File: config.mk
export PLATFORM = sky130hd
export DESIGN_NAME = mem_stage_bus_ctrl
export DESIGN_NICKNAME = d
export VERILOG_FILES = /design/src/rtl/mem_stage_bus_ctrl_pkg.sv /design/src/rtl/mem_lane_align.sv /design/src/rtl/mem_stage_bus_ctrl.sv
export SDC_FILE = /design/constraint.sdc
export NUM_CORES = 1
export LEC_CHECK = 0
export ABC_AREA = 1
export CAP_MARGIN = 5
export CORE_MARGIN = 5
export CORE_UTILIZATION = 35
export DETAILED_ROUTE_END_ITERATION = 7
export MAX_ROUTING_LAYER = met4
export SYNTH_ARGS = -nofsm -noshare
export SYNTH_HDL_FRONTEND = slang
export SYNTH_HIERARCHICAL = 1
export SYNTH_SLANG_ARGS = --single-unit
File: constraint.sdc
create_clock -name clk -period 2 [get_ports clk]
set_clock_uncertainty 0.1 [all_clocks]
set_input_delay 0.2 -clock clk [delete_from_list [all_inputs] [get_ports clk]]
set_output_delay 0.2 -clock clk [all_outputs]
set_load 0.01 [all_outputs]
File: src/rtl/mem_stage_bus_ctrl_pkg.sv
`default_nettype none
// ============================================================================
// mem_stage_bus_ctrl_pkg : size encodings, FSM states and default bus timeout
// Rev 1.0
// ============================================================================
package mem_stage_bus_ctrl_pkg;

  localparam logic [1:0] SZ_BYTE = 2'd0;
  localparam logic [1:0] SZ_HALF = 2'd1;
  localparam logic [1:0] SZ_WORD = 2'd2;

  localparam int unsigned DEFAULT_TIMEOUT = 255;

  typedef enum logic [1:0] {
    IDLE = 2'd0,
    REQ  = 2'd1,
    DONE = 2'd2
  } state_t;

endpackage
`default_nettype wire

File: src/rtl/mem_lane_align.sv
`default_nettype none
// ============================================================================
// mem_lane_align : byte enables, store lane replication, load extract/extend
// Rev 1.0
// ============================================================================
module mem_lane_align
  import mem_stage_bus_ctrl_pkg::*;
(
  input  logic [1:0]  st_size,
  input  logic [1:0]  st_addr_lo,
  input  logic [31:0] st_data,
  output logic [3:0]  be,
  output logic [31:0] wdata_rep,
  input  logic [1:0]  ld_size,
  input  logic [1:0]  ld_addr_lo,
  input  logic        ld_signed,
  input  logic [31:0] rdata,
  output logic [31:0] ld_ext
);

  logic [7:0]  w_byte;
  logic [15:0] w_half;

  always_comb begin
    be        = 4'b1111;
    wdata_rep = st_data;
    case (st_size)
      SZ_BYTE: begin
        be        = 4'b0001 << st_addr_lo;
        wdata_rep = {4{st_data[7:0]}};
      end
      SZ_HALF: begin
        be        = st_addr_lo[1] ? 4'b1100 : 4'b0011;
        wdata_rep = {2{st_data[15:0]}};
      end
      default: ;
    endcase
  end

  always_comb begin
    case (ld_addr_lo)
      2'd0:    w_byte = rdata[7:0];
      2'd1:    w_byte = rdata[15:8];
      2'd2:    w_byte = rdata[23:16];
      default: w_byte = rdata[31:24];
    endcase
    w_half = ld_addr_lo[1] ? rdata[31:16] : rdata[15:0];
    case (ld_size)
      SZ_BYTE: ld_ext = {{24{ld_signed & w_byte[7]}}, w_byte};
      SZ_HALF: ld_ext = {{16{ld_signed & w_half[15]}}, w_half};
      default: ld_ext = rdata;
    endcase
  end

endmodule
`default_nettype wire

File: src/rtl/mem_stage_bus_ctrl.sv
`default_nettype none
// ============================================================================
// mem_stage_bus_ctrl : M-stage load/store req/ack bus controller with stall.
// Optional misaligned-access trap: define MEM_ALIGN_EXC_EN.   Rev 1.0
// ============================================================================
module mem_stage_bus_ctrl
  import mem_stage_bus_ctrl_pkg::*;
#(
  parameter int unsigned TIMEOUT_CYCLES = DEFAULT_TIMEOUT
) (
  input  logic        clk,
  input  logic        reset,
  input  logic        m_valid,
  input  logic        m_load,
  input  logic        m_store,
  input  logic [1:0]  m_size,
  input  logic        m_signed,
  input  logic [31:0] m_addr,
  input  logic [31:0] m_wdata,
  output logic        bus_req,
  output logic        bus_we,
  output logic [31:0] bus_addr,
  output logic [3:0]  bus_be,
  output logic [31:0] bus_wdata,
  input  logic        bus_ack,
  input  logic [31:0] bus_rdata,
  output logic        stall_M,
  output logic [31:0] ld_data,
  output logic        done,
  output logic        bus_err,
  output logic        align_exc
);

  localparam logic [7:0] C_TO_LAST = 8'(TIMEOUT_CYCLES - 1);

  state_t      r_state, w_next;
  logic        r_we, r_signed, r_bus_err, r_align_exc;
  logic [1:0]  r_size;
  logic [31:0] r_addr, r_wdata, r_ld_data;
  logic [3:0]  r_be;
  logic [7:0]  r_cnt;
  logic [3:0]  w_be;
  logic [31:0] w_wdata, w_ld_ext;
  logic        w_start, w_misaligned;

  assign w_start = m_valid & (m_load | m_store);

`ifdef MEM_ALIGN_EXC_EN
  assign w_misaligned = ((m_size == SZ_HALF) & m_addr[0]) |
                        ((m_size[1]) & (m_addr[1:0] != 2'b00));
`else
  assign w_misaligned = 1'b0;
`endif

  mem_lane_align u_align (
    .st_size    (m_size),
    .st_addr_lo (m_addr[1:0]),
    .st_data    (m_wdata),
    .be         (w_be),
    .wdata_rep  (w_wdata),
    .ld_size    (r_size),
    .ld_addr_lo (r_addr[1:0]),
    .ld_signed  (r_signed),
    .rdata      (bus_rdata),
    .ld_ext     (w_ld_ext)
  );

  always_comb begin
    w_next  = r_state;
    stall_M = 1'b0;
    case (r_state)
      IDLE: if (w_start) begin
        stall_M = 1'b1;
        w_next  = w_misaligned ? DONE : REQ;
      end
      REQ: begin
        stall_M = 1'b1;
        if (bus_ack || (r_cnt == C_TO_LAST)) w_next = DONE;
      end
      DONE:    w_next = IDLE;
      default: w_next = IDLE;
    endcase
  end

  always_ff @(posedge clk or negedge reset) begin
    if (!reset) begin
      r_state     <= IDLE;
      r_we        <= 1'b0;
      r_signed    <= 1'b0;
      r_size      <= SZ_BYTE;
      r_addr      <= '0;
      r_be        <= '0;
      r_wdata     <= '0;
      r_ld_data   <= '0;
      r_cnt       <= '0;
      r_bus_err   <= 1'b0;
      r_align_exc <= 1'b0;
    end else begin
      r_state <= w_next;
      case (r_state)
        IDLE: if (w_start) begin
          r_we        <= m_store;
          r_signed    <= m_signed;
          r_size      <= m_size;
          r_addr      <= m_addr;
          r_be        <= w_be;
          r_wdata     <= w_wdata;
          r_cnt       <= '0;
          r_bus_err   <= 1'b0;
          r_align_exc <= w_misaligned;
          if (w_misaligned) r_ld_data <= '0;
        end
        REQ: begin
          // A store completes without touching the last load result.
          if (bus_ack) begin
            if (!r_we) r_ld_data <= w_ld_ext;
          end else if (r_cnt == C_TO_LAST) begin
            r_bus_err <= 1'b1;
            r_ld_data <= '0;
          end else begin
            r_cnt <= r_cnt + 8'd1;
          end
        end
        DONE:    r_align_exc <= 1'b0;
        default: ;
      endcase
    end
  end

  assign bus_req   = (r_state == REQ);
  assign bus_we    = r_we;
  assign bus_addr  = {r_addr[31:2], 2'b00};
  assign bus_be    = r_be;
  assign bus_wdata = r_wdata;
  assign ld_data   = r_ld_data;
  assign done      = (r_state == DONE);
  assign bus_err   = r_bus_err;
  assign align_exc = r_align_exc;

endmodule
`default_nettype wire
==> results of run 1 <==
-- sequential cells by signal (all words and copies together), names as in the netlist --
register	flops
bus_err	1
r_cnt	8
bus_we	1
r_state	2
r_signed	1
bus_wdata	32
bus_be	4
r_addr	32
r_size	2
ld_data	32
-- kinds of logic (layout without fill, tap and decap cells) --
logic type,count (synthesis),in the layout,synth area share (%)
fa+ha+maj,2,2,0.399
flops,115,115,45.9
compound gates,46,46,4.31
other cells,1,4,0.0598
buf+inv,119,292,11.8
simple gates,540,540,37.6
-- final cells by class --
cell class / instances / area (um2) / area share (%)
antenna: 1 / 2.50 / 0.0284
clock buffer: 17 / 425 / 4.82
clock inverter: 15 / 173 / 1.96
inverter: 32 / 123 / 1.39
multi-input combinational: 591 / 2680 / 30.4
sequential: 115 / 2880 / 32.6
tap: 229 / 287 / 3.25
timing repair buffer: 228 / 2260 / 25.6
-- through the flow --
| stage | power [mW] | hold WS (ns) | TNS, ns |
|---|---|---|---|
| after global routing | 11.6 | 0.212 | -0.0909 |
| after floorplan | 5.92 | -0.196 | 0 |
| after detailed placement | 7.82 | 0.251 | 0 |
| after global placement | 7.79 | 0.255 | 0 |
| final | 10.9 | 0.211 | 0 |
| after CTS | 11.0 | 0.190 | 0 |
-- worst paths after layout --
check                                   startpoint                      end  slack, ns  depth (start not counted)
setup / recovery              r_cnt[0]$_DFFE_PN0P_  ld_data[19]$_DFFE_PN0P_       0.17                          9
hold / removal                          m_addr[18]   r_addr[18]$_DFFE_PN0P_       0.21                          3
setup reg to reg              r_cnt[0]$_DFFE_PN0P_  ld_data[19]$_DFFE_PN0P_       0.17                          9
hold reg to reg            ld_data[29]$_DFFE_PN0P_  ld_data[29]$_DFFE_PN0P_       0.37                          2
max in group asynchronous                    reset    r_addr[9]$_DFFE_PN0P_       0.96                          3
min in group asynchronous                    reset   ld_data[6]$_DFFE_PN0P_       0.32                          3
-- power by group through the flow --
stage,Combinational (mW),Sequential [mW],Clock (mW)
after detailed placement,4.21,3.61,0
after CTS,4.22,3.61,3.19
final,4.16,3.60,3.11
after global routing,4.58,3.71,3.30
after floorplan,2.17,3.75,0
after global placement,4.17,3.62,0
-- metal layers --
metal	share of wire (%)	vias up
li1	-	2879
met1	45	2651
met2	45	186
met3	8.8	19
met4	1.5	0
met5	0	-
-- critical path, stage by stage, from the launching register on --
cell	delay, ns
dfrtp_1	0.42
inv_1	0.09
ha_1	0.14
nand2_1	0.05
nor2_1	0.14
nand2_2	0.12
nand2_4	0.09
nand3_4	0.32
nand2_1	0.17
nand2_1	0.07
-- cells in the final DEF, fill, tap and decap left out, drive strengths merged, types with 3 or more instances in the layout --
| cell | n |
|---|---|
| a21oi | 11 |
| o21ai | 22 |
| dfrtp | 115 |
| nand2 | 440 |
| clkbuf | 17 |
| o211ai | 10 |
| nand3 | 48 |
| clkinv | 3 |
| nand4 | 33 |
| buf | 21 |
| clkinvlp | 3 |
| clkdlybuf4s50 | 204 |
| inv | 39 |
| conb | 3 |
| nor2 | 18 |
-- cells in the mapped netlist (10+ instances only) --
cell type	number	area share, %
a21oi_1	11	0.88
buf_2	18	1.4
buf_4	44	5.3
clkbuf_1	13	0.78
dfrtp_1	115	46
inv_1	30	1.8
nand2_1	431	26
nand3_1	25	2.0
nand3_2	20	3.2
nand4_1	33	3.3
nor2_1	16	0.96
o211ai_1	10	1.2
o21ai_0	21	1.7
-- repair_timing --
action | CTS | global route
endpoints found under the setup margin | 2 | 9
hold endpoints to repair | 115 | 0
resized for setup | 4 | 1
hold buffers | 1 | 0
setup buffers | 0 | 0
==> results.ini, run 1 <==
[global_route]
antenna_found_initial=1
grtUsageMet1_pct=24.4
grtUsageMet3_pct=6.59
grt_pass1_wl_mm=30.2
gr-total-overflow=0
grt_usage_pct=19.1
grt_pass1_vias=5750
grt_max_degree=116
grt_busiest_layer=met2
use_met2_pct=28.6

[worst_hold_path]
hold_path.class=primary input to flip-flop

[final_layout]
fin_util_pct=49.6
fin_nets=1092
fin_cells=1228
finalInstanceArea_um2=8820
area_delta_synth_final_pct=40.6
fill_cells=1795
drive_gt1_share_pct=9.42

[synthesis]
ys_types=28
synth_edf_count=0
ys.flop_type=dfrtp_1
yosys_warnings=6
synthArstFlopShare_pct=100
ys_seq_area_share_pct=45.9
ys_seq_elements=115
synthCells=823
mappedNetlistArea_um2=6270
avgSynthCellArea_um2=7.62

[clock_tree]
clk_pin_slew_ns=0.06
cts_tree=built
numCtsBuffers=17
clock_sinks=115
cts-root-buf=clkbuf_16
cts_buffer_depth=2
clkLatencyLatePin_ns=0.41
htreeDepth=4

[timing]
setup_ws_ns=0.168
worst_pin_slew_ns=0.740
fin_crit_ns=1.83
period_share_pct=91.6
rsz0062_at_grt=true
relSlewSlack_pct=50.5
max_freq_ghz=0.546
hold_viol_final=0
slew_viol_final=0
setup_viol=0

[pwr]
ir_worst_vdd_mv=0.600
switching_share_pct=35.4
p_clk_share_pct=28.6
internal_power_mw=7.02
p_leak_nw=4.46
power_frac_comb_pct=38.3
p_per_area_nw_per_um2=1230
seqPwrFrac_pct=33.1
p_sw_mw=3.84

[floorplan]
io_pins=211
die_x_um=144
core_um2=17800
die_h_um=144
start_util_pct=35.3
die_area_um2=20700
rows=49

[placement]
hpwl_mm=13.0
portBuffers=207
place.gp.congestion=0.828
placed_area_um2=8200
place_inst=1194
place_ws_ns=0.141

[route]
antenna_left=0
drt-total-wl_mm=18.9
vias=5735
route.detailed.drc=0
drtIter0Drc=291
drt_first_pass_iters=5
wl_per_cell_um=15.4
via_per_inst=4.67

[worst_setup_path]
crit_type=flip-flop to flip-flop
endpoint_kind=flip-flop
cp_max_fo=32
arrival_ns=2.03
cp-start-kind=flip-flop
cp.required_ns=2.20

[outcome]
status=finished, final reports clean

[run]
drv_cap=0

Power figures use the tool's default switching activity.
==> run 2, diff against run 1 <==
--- a/config.mk
+++ b/config.mk
@@ -11,6 +11,7 @@
 export CORE_UTILIZATION = 35
 export DETAILED_ROUTE_END_ITERATION = 7
 export MAX_ROUTING_LAYER = met4
+export RECOVER_POWER = 100
 export SYNTH_ARGS = -nofsm -noshare
 export SYNTH_HDL_FRONTEND = slang
 export SYNTH_HIERARCHICAL = 1
==> results.ini, run 2 (same netlist as run 1, synthesis figures left out) <==
[pwr]
seqPwrFrac_pct=33.7
power.total_mw=10.6
power_frac_comb_pct=36.8
p_clk_share_pct=29.4
p_leak_nw=4.60
ir_worst_vdd_mv=0.600
internal_power_mw=6.76
p_per_area_nw_per_um2=1200
p_sw_mw=3.81
switching_share_pct=36.1

[worst_setup_path]
arrival_ns=1.54
endpoint_kind=output pin
crit_family=buffers and inverters
cp_num_buf_inv=1
crit_type=flip-flop to output pin
slowest_stage=dlygate4sd3_1
cp-start-kind=flip-flop
cp_max_fo=4
cp_cell_sequence=dlygate4sd3_1
rrSetupSlack_ns=0.16
reg2reg_depth=9
worst_path_largest_cell_delay_ns=0.67
cp.required_ns=1.70
timing.rr.end=ld_data[19]$_DFFE_PN0P_
timing.rr.start=r_cnt[0]$_DFFE_PN0P_

[worst_hold_path]
hold_start=m_addr[18]
hold_path.class=primary input to flip-flop
holdPathEnd=r_addr[18]$_DFFE_PN0P_
hold_depth=3

[outcome]
status=finished, final reports clean

[global_route]
grt_max_degree=116
gr-total-overflow=0
antenna_found_initial=1
grt_pass1_wl_mm=30.2
grt_pass1_vias=5750
grt_usage_pct=19.1

[floorplan]
start_util_pct=35.3
die_area_um2=20700
core_um2=17800
io_pins=211
rows=49
die_h_um=144
die_x_um=144

[timing]
relSlewSlack_pct=25.8
max_freq_ghz=0.542
whs_ns=0.209
worst_pin_slew_ns=1.11
fin_crit_ns=1.84
hold_viol_final=0
setup_ws_ns=0.156
setup_viol=0
rsz0062_at_grt=true
period_share_pct=92.2
slew_viol_final=0

[final_layout]
drive_gt1_share_pct=9.32
fill_cells=1799
final_cell_mix=nand2_1, dfrtp_1, clkdlybuf4s50_1, dlygate4sd3_1, nand4_1
fin_nets=1092
final_common_cell=nand2_1
multi_input_area_um2=2680
regArea_um2=2880
fin_cells=1228
finalInstanceArea_um2=8800
area_delta_synth_final_pct=40.3

[placement]
place_ws_ns=0.141
portBuffers=207
placed_area_um2=8200
place.gp.congestion=0.828
place_inst=1194
hpwl_mm=13.0

[clock_tree]
clock_sinks=115
cts_tree=built
cts_buffer_depth=2
numCtsBuffers=17
clk_pin_slew_ns=0.06
clkLatencyLatePin_ns=0.41
htreeDepth=4
cts-root-buf=clkbuf_16
cts_setup_buffers=0

[route]
wl_per_cell_um=15.4
antenna_left=0
drt_first_pass_iters=5
route.detailed.drc=0
drt-total-wl_mm=18.9
vias=5734
via_per_inst=4.67
drtIter0Drc=272

[run]
drv_cap=0

-- run 2: area by class of cell --
cell class              instances  area share [%]
diodes                          1          0.0284
clock buffers                  17            4.83
clock inverters                15            1.96
inverters                      32            1.39
multi-input cells             591            30.4
flip-flops and latches        115            32.7
well taps                     229            3.26
repair buffers                228            25.4
-- run 2: worst max path at each step --
stage,slack [ns],endpoint,startpoint,depth (start not counted)
after floorplan,0.51,ld_data[2]$_DFFE_PN0P_,r_cnt[0]$_DFFE_PN0P_,10
after global placement,0.16,ld_data[10]$_DFFE_PN0P_,bus_rdata[15],7
after detailed placement,0.14,ld_data[19]$_DFFE_PN0P_,bus_rdata[15],7
after CTS,0.008,bus_req,r_state[1]$_DFFE_PN0P_,4
after global routing,-0.02,ld_data[18]$_DFFE_PN0P_,r_cnt[0]$_DFFE_PN0P_,9
final,0.16,bus_we,bus_we$_DFFE_PN0P_,1
-- run 2: through the flow --
stage | utilization, % | TNS [ns]
5_1_grt | 49.5 | -0.104
2_1_floorplan | - | 0
4_1_cts | 49.6 | 0
6_report | 49.5 | 0
3_5_place_dp | 46.1 | 0
3_3_place_gp | 46.1 | 0
-- run 2: power groups by stage --
stage                     combinational (mW)  sequential (mW)  clock [mW]
after global routing                    4.32             3.68        3.30
after global placement                  4.17             3.62           0
after detailed placement                4.21             3.61           0
after floorplan                         2.17             3.75           0
final                                   3.89             3.57        3.11
after CTS                               4.22             3.61        3.19
-- run 2: per-layer routing --
metal	up-vias	share of wire, %	wire (um)	GRT usage [%]
met3	19	8.8	1660	6.59
met4	0	1.5	284	6.14
li1	2887	-	-	-
met5	-	0	0	-
met1	2650	44	8390	24.4
met2	178	45	8580	28.6
-- run 2: timing repair --
item                                    CTS  global route
endpoints found under the setup margin    2             9
hold buffers                              1             0
hold endpoints to repair                115             0
resized for setup                         4             1
